**config.mk**
```make
export PLATFORM = sky130hd
export DESIGN_NAME = wb_port_arbiter
export DESIGN_NICKNAME = d
export VERILOG_FILES = /design/src/rtl/wb_port_arbiter.sv
export SDC_FILE = /design/constraint.sdc
export NUM_CORES = 1
export LEC_CHECK = 0
export CORE_MARGIN = 2
export CORE_UTILIZATION = 50
export CTS_CLUSTER_DIAMETER = 80
export DETAILED_ROUTE_END_ITERATION = 12
export PLACE_DENSITY = 0.8
export RECOVER_POWER = 50
export SLEW_MARGIN = 40
export SYNTH_ARGS = -nofsm -noshare
export SYNTH_HDL_FRONTEND = slang
export SYNTH_SLANG_ARGS = --single-unit
```
**constraint.sdc**
```tcl
create_clock -name clk -period 3 [get_ports clk]
set_input_delay 0.6 -clock clk [delete_from_list [all_inputs] [get_ports clk]]
set_output_delay 0.6 -clock clk [all_outputs]
set_load 0.005 [all_outputs]
```
**src/rtl/wb_port_arbiter.sv**
```systemverilog
// Register-file write-port arbiter that merges pipeline writeback with late load returns.
// Losing loads wait in a small in-order FIFO, and a starvation timer forces a one-cycle freeze.
`ifndef REG_FILE_DEPTH
`define REG_FILE_DEPTH 5
`endif
`ifndef WORD_WIDTH
`define WORD_WIDTH 32
`endif

module wb_port_arbiter #(
  parameter int unsigned FIFO_DEPTH   = 2,
  parameter int unsigned STARVE_LIMIT = 4
) (
  input  logic                       clk,
  input  logic                       rst,
  input  logic                       pipe_WB_en,
  input  logic [`REG_FILE_DEPTH-1:0] pipe_dst,
  input  logic [`WORD_WIDTH-1:0]     pipe_value,
  input  logic                       ld_valid,
  input  logic [`REG_FILE_DEPTH-1:0] ld_dst,
  input  logic [`WORD_WIDTH-1:0]     ld_value,
  output logic                       ld_ready,
  output logic                       freeze,
  output logic                       pending,
  output logic                       WB_en_out,
  output logic [`REG_FILE_DEPTH-1:0] WB_Dest,
  output logic [`WORD_WIDTH-1:0]     WB_Value
);

  localparam int unsigned AW = `REG_FILE_DEPTH;
  localparam int unsigned DW = `WORD_WIDTH;
  localparam int unsigned PW = $clog2(FIFO_DEPTH);
  localparam int unsigned CW = PW + 1;
  localparam int unsigned SW = $clog2(STARVE_LIMIT + 1);

  logic [AW-1:0] dst_mem [FIFO_DEPTH];
  logic [DW-1:0] val_mem [FIFO_DEPTH];
  logic [PW-1:0] rd_ptr, wr_ptr;
  logic [CW-1:0] count;
  logic [SW-1:0] starve_cnt;

  logic          not_empty, full;
  logic          pop, push, bypass, wr;
  logic [AW-1:0] sel_dst;
  logic [DW-1:0] sel_val;

  assign not_empty = (count != '0);
  assign full      = (count == CW'(FIFO_DEPTH));
  assign ld_ready  = !full;
  assign pending   = not_empty;

  // Strict priority: forced freeze pop, pipe, queued head, then empty-FIFO bypass.
  always_comb begin
    pop     = 1'b0;
    bypass  = 1'b0;
    wr      = 1'b0;
    sel_dst = '0;
    sel_val = '0;
    if (freeze && not_empty) begin
      pop     = 1'b1;
      wr      = 1'b1;
      sel_dst = dst_mem[rd_ptr];
      sel_val = val_mem[rd_ptr];
    end else if (pipe_WB_en) begin
      wr      = 1'b1;
      sel_dst = pipe_dst;
      sel_val = pipe_value;
    end else if (not_empty) begin
      pop     = 1'b1;
      wr      = 1'b1;
      sel_dst = dst_mem[rd_ptr];
      sel_val = val_mem[rd_ptr];
    end else if (ld_valid) begin
      bypass  = 1'b1;
      wr      = 1'b1;
      sel_dst = ld_dst;
      sel_val = ld_value;
    end
  end

  assign push = ld_valid && ld_ready && !bypass;

  always_ff @(posedge clk) begin
    if (push) begin
      dst_mem[wr_ptr] <= ld_dst;
      val_mem[wr_ptr] <= ld_value;
    end
  end

  always_ff @(posedge clk or posedge rst) begin
    if (rst) begin
      rd_ptr     <= '0;
      wr_ptr     <= '0;
      count      <= '0;
      starve_cnt <= '0;
      freeze     <= 1'b0;
      WB_en_out  <= 1'b0;
      WB_Dest    <= '0;
      WB_Value   <= '0;
    end else begin
      if (push) wr_ptr <= wr_ptr + PW'(1);
      if (pop)  rd_ptr <= rd_ptr + PW'(1);
      if (push && !pop)      count <= count + CW'(1);
      else if (pop && !push) count <= count - CW'(1);

      if (pop || !not_empty) starve_cnt <= '0;
      else                   starve_cnt <= starve_cnt + SW'(1);

      // A freeze cycle always pops, so this term self-clears the pulse.
      freeze <= (starve_cnt == SW'(STARVE_LIMIT - 1)) && not_empty && !pop;

      WB_en_out <= wr;
      if (wr) begin
        WB_Dest  <= sel_dst;
        WB_Value <= sel_val;
      end
    end
  end

endmodule

```
==> impl_results.md <==
* Status: finished clean
* Most frequent cell after synthesis: edfxtp_1
* Leading area contributor after synthesis: edfxtp_1
* Xor/xnor share of the synthesized area at 0.850%
* Area after DPL at 0.00649 mm^2
* Total number of vias at 3,371
* FF-to-FF Start: count[0]
* Row count at 37
* GRT overflow at 0
* Final HPWL DP at 7180 um
* Critical setup path kind: reg -> out
* Design area at 0.00706 mm^2
* Max-cap violations at 0
* Warnings, synthesis at 0
* Reg area at 0.00338 mm^2
* Pre-CTS setup slack at 0.346 ns
* Max stage delay on crit path at 0.48 ns
* Crit. End Element: output port
* Vias in the first global route at 3,678
* Synthesized net count at 441
* Period utilization at 85.5%
* Routed WL at 11,100 um
* Max VDD drop at 0.603 mV
* First-pass DRT Iterations at 4
* Mean Syn Cell Area at 14.3 um^2
* CTS Buf Count at 17
* # hold bufs at CTS at 0
* Tmin final at 2.56 ns
* Endpoints failing setup at 0
* Clock Sinks at 120
* Die Ht at 106 um
* Syn-to-layout area delta at 37.1%
* Share of post-route cells with drive strength above 1 at 23.5%
* Commonest cells in the netlist: edfxtp_1 (74), mux2_2 (73), dfrtp_1 (46), nor2_1 (43)
* Clk pin slew, worst setup/hold paths at 0.06 ns
* Tot GR Track Use at 21.1%
* Placeable Area at 0.0102 mm^2
* Hold violation total from the final report at 0
* R2R Setup Slk at 0.89 ns
* DRC at 0
* Mux cell area share after synthesis at 16.0%
* Clock Latency Late Sink at 0.51 ns
* Number of synthesized flops with an enable pin at 74
* Top post-synthesis cells by area: edfxtp_1 (43%), dfrtp_1 (22%), mux2_2 (16%)
* Post-CTS sizing at 0
* Initial cell density of the core at 50.6%
* Routability Congestion at 0.767
* Io pins at 119
* RSZ-0062 raised after global routing: no
* DRT iter0 DRCs at 141
* Setup bufs post-CTS at 0
* Synth Area in Compound Gates at 9.64%
* Startpoint Class: flop
* Synth top area share at 43.1%
* CTS Buffer Depth at 2
* Setup TNS at 0 ns
* CTS root buf: clkbuf_8
* Antenna violations before repair at 0
* Final setup margin at 0.436 ns
* Final core occ at 69.4%
* Number of diodes at 0
* Clk_skew at 0.00579 ns
* Worst reg-to-reg path cell count at 6
* Post-DR wirelength/cell at 17.7 um
* Post-Syn Instances at 360
* Fmax at 390 MHz
* Largest family of logic cells by synthesized area: multiplexers
* Worst r2r dst: WB_Value[24]
* Ys async rst share at 38.3%
* First-pass GRT wire length at 18,200 um
* Vias per cell at 5.35
* Worst Path Arrival at 1.96 ns
* Crit path from: count[0]
* Worst-Margin Slew at 1.23 ns
* Worst path required time at 2.40 ns
* Die Area at 0.0111 mm^2
* Max-slew violation count at 0
* CTS tree: built
* Crit-path slowest cell: clkdlybuf4s50_1
* Crit-path cells: nor2_1, inv_2, clkdlybuf4s50_1
* H-tree depth at 4
* Layout Nets at 562
* P_leak at 2.68 nW
* Netlist Area Pre-Place at 0.00515 mm^2
* CP Max Fanout at 6
* Antenna Nets Post-Route at 0
* Hold WC Path Type: reg -> reg
* Footprint of the multi-input gates at 0.00164 mm^2
* Number of buffers added on ports at 118
* Synth Area in Adders at 0.728%
* PwrDens at 899 mW/mm^2
* Worst Setup EP: pending
* Fillers at 723
* Simple-gate share of the synthesized area at 4.32%
* FF+latch count, synth at 120
* DIE WIDTH at 106 um
* Largest net degree at the start of global routing at 52
* Distinct cells, synth at 27
* Top FF cell, synth: edfxtp_1
* Register area share after synthesis at 65.5%
* Rel. slew slack at 18.1%
==> kinds of logic after synthesis <==
group / Yosys count
flip-flops: 120
AO/OA/AOI/OAI: 77
multiplexers: 73
AND/OR/NAND/NOR: 53
buffers and inverters: 29
XOR/XNOR: 5
adder cells (fa/ha/maj): 3
==> routing by layer <==
metal	global-route usage [%]	routed length, um	vias up	part of all wire (%)
met1	27.8	4930	1674	44
met2	34.5	5560	91	50
met3	4.82	513	13	4.6
met5	0	0	-	0
li1	-	-	1593	-
met4	7.80	131	0	1.2
==> registers in the layout, indices dropped and copies added (netlist names) <==
register	count
WB_en_out	1
dst_mem	10
starve_cnt	3
wr_ptr	1
count	2
WB_Value	32
freeze	1
rd_ptr	1
val_mem	64
WB_Dest	5
==> layout by cell type, fill, tap and decap left out, types with 4 or more instances in the layout <==
cell type / count
a22oi_1: 36
edfxtp_1: 74
dlygate4sd3_1: 38
clkdlybuf4s50_1: 79
inv_1: 5
clkbuf_1: 4
mux2_2: 73
dfrtp_1: 45
a21oi_1: 36
nor2_1: 42
clkbuf_16: 17
==> worst max-delay path: cells and delay by family (launching register included) <==
| kind | cells | cell delay (ns) |
|---|---|---|
| buffers and inverters | 2 | 0.63 |
| flip-flops | 1 | 0.44 |
| AND/OR/NAND/NOR | 1 | 0.39 |
==> per-stage QoR <==
step | total power [mW] | hold slack, ns | instances
detailed placement | 4.42 | 0.428 | 598
CTS | 6.43 | 0.318 | 630
floorplan | 3.52 | 0.408 | 360
global placement | 4.33 | 0.417 | 597
finish | 6.35 | 0.431 | 630
global route | 6.67 | 0.457 | 630
==> power breakdown <==
group	internal (mW)	leakage, nW	total [mW]	switching [mW]
clock network	1.26	0.284	1.99	0.727
logic	1.03	1.16	1.76	0.731
registers	2.28	1.23	2.60	0.324
==> worst min path at each step <==
| stage | startpoint | endpoint | slack (ns) | cells after the start |
|---|---|---|---|---|
| final | starve_cnt[0] | starve_cnt[0] | 0.43 | 1 |
| after global routing | starve_cnt[0] | starve_cnt[0] | 0.46 | 1 |
| after CTS | rst | WB_en_out | 0.32 | 2 |
| after detailed placement | starve_cnt[0] | starve_cnt[0] | 0.43 | 1 |
| after global placement | starve_cnt[0] | starve_cnt[0] | 0.42 | 1 |
| after floorplan | starve_cnt[0] | starve_cnt[0] | 0.41 | 1 |
==> layout make-up <==
type                            instances  area share (%)
Clock buffer                           20            6.46
Inverter                                6           0.319
Multi-Input combinational cell        211            23.1
Sequential cell                       120            47.8
Clock inverter                         12            1.98
Tap cell                              136            2.41
Timing Repair Buffer                  125            17.9
(Power assumes the default switching activity.)
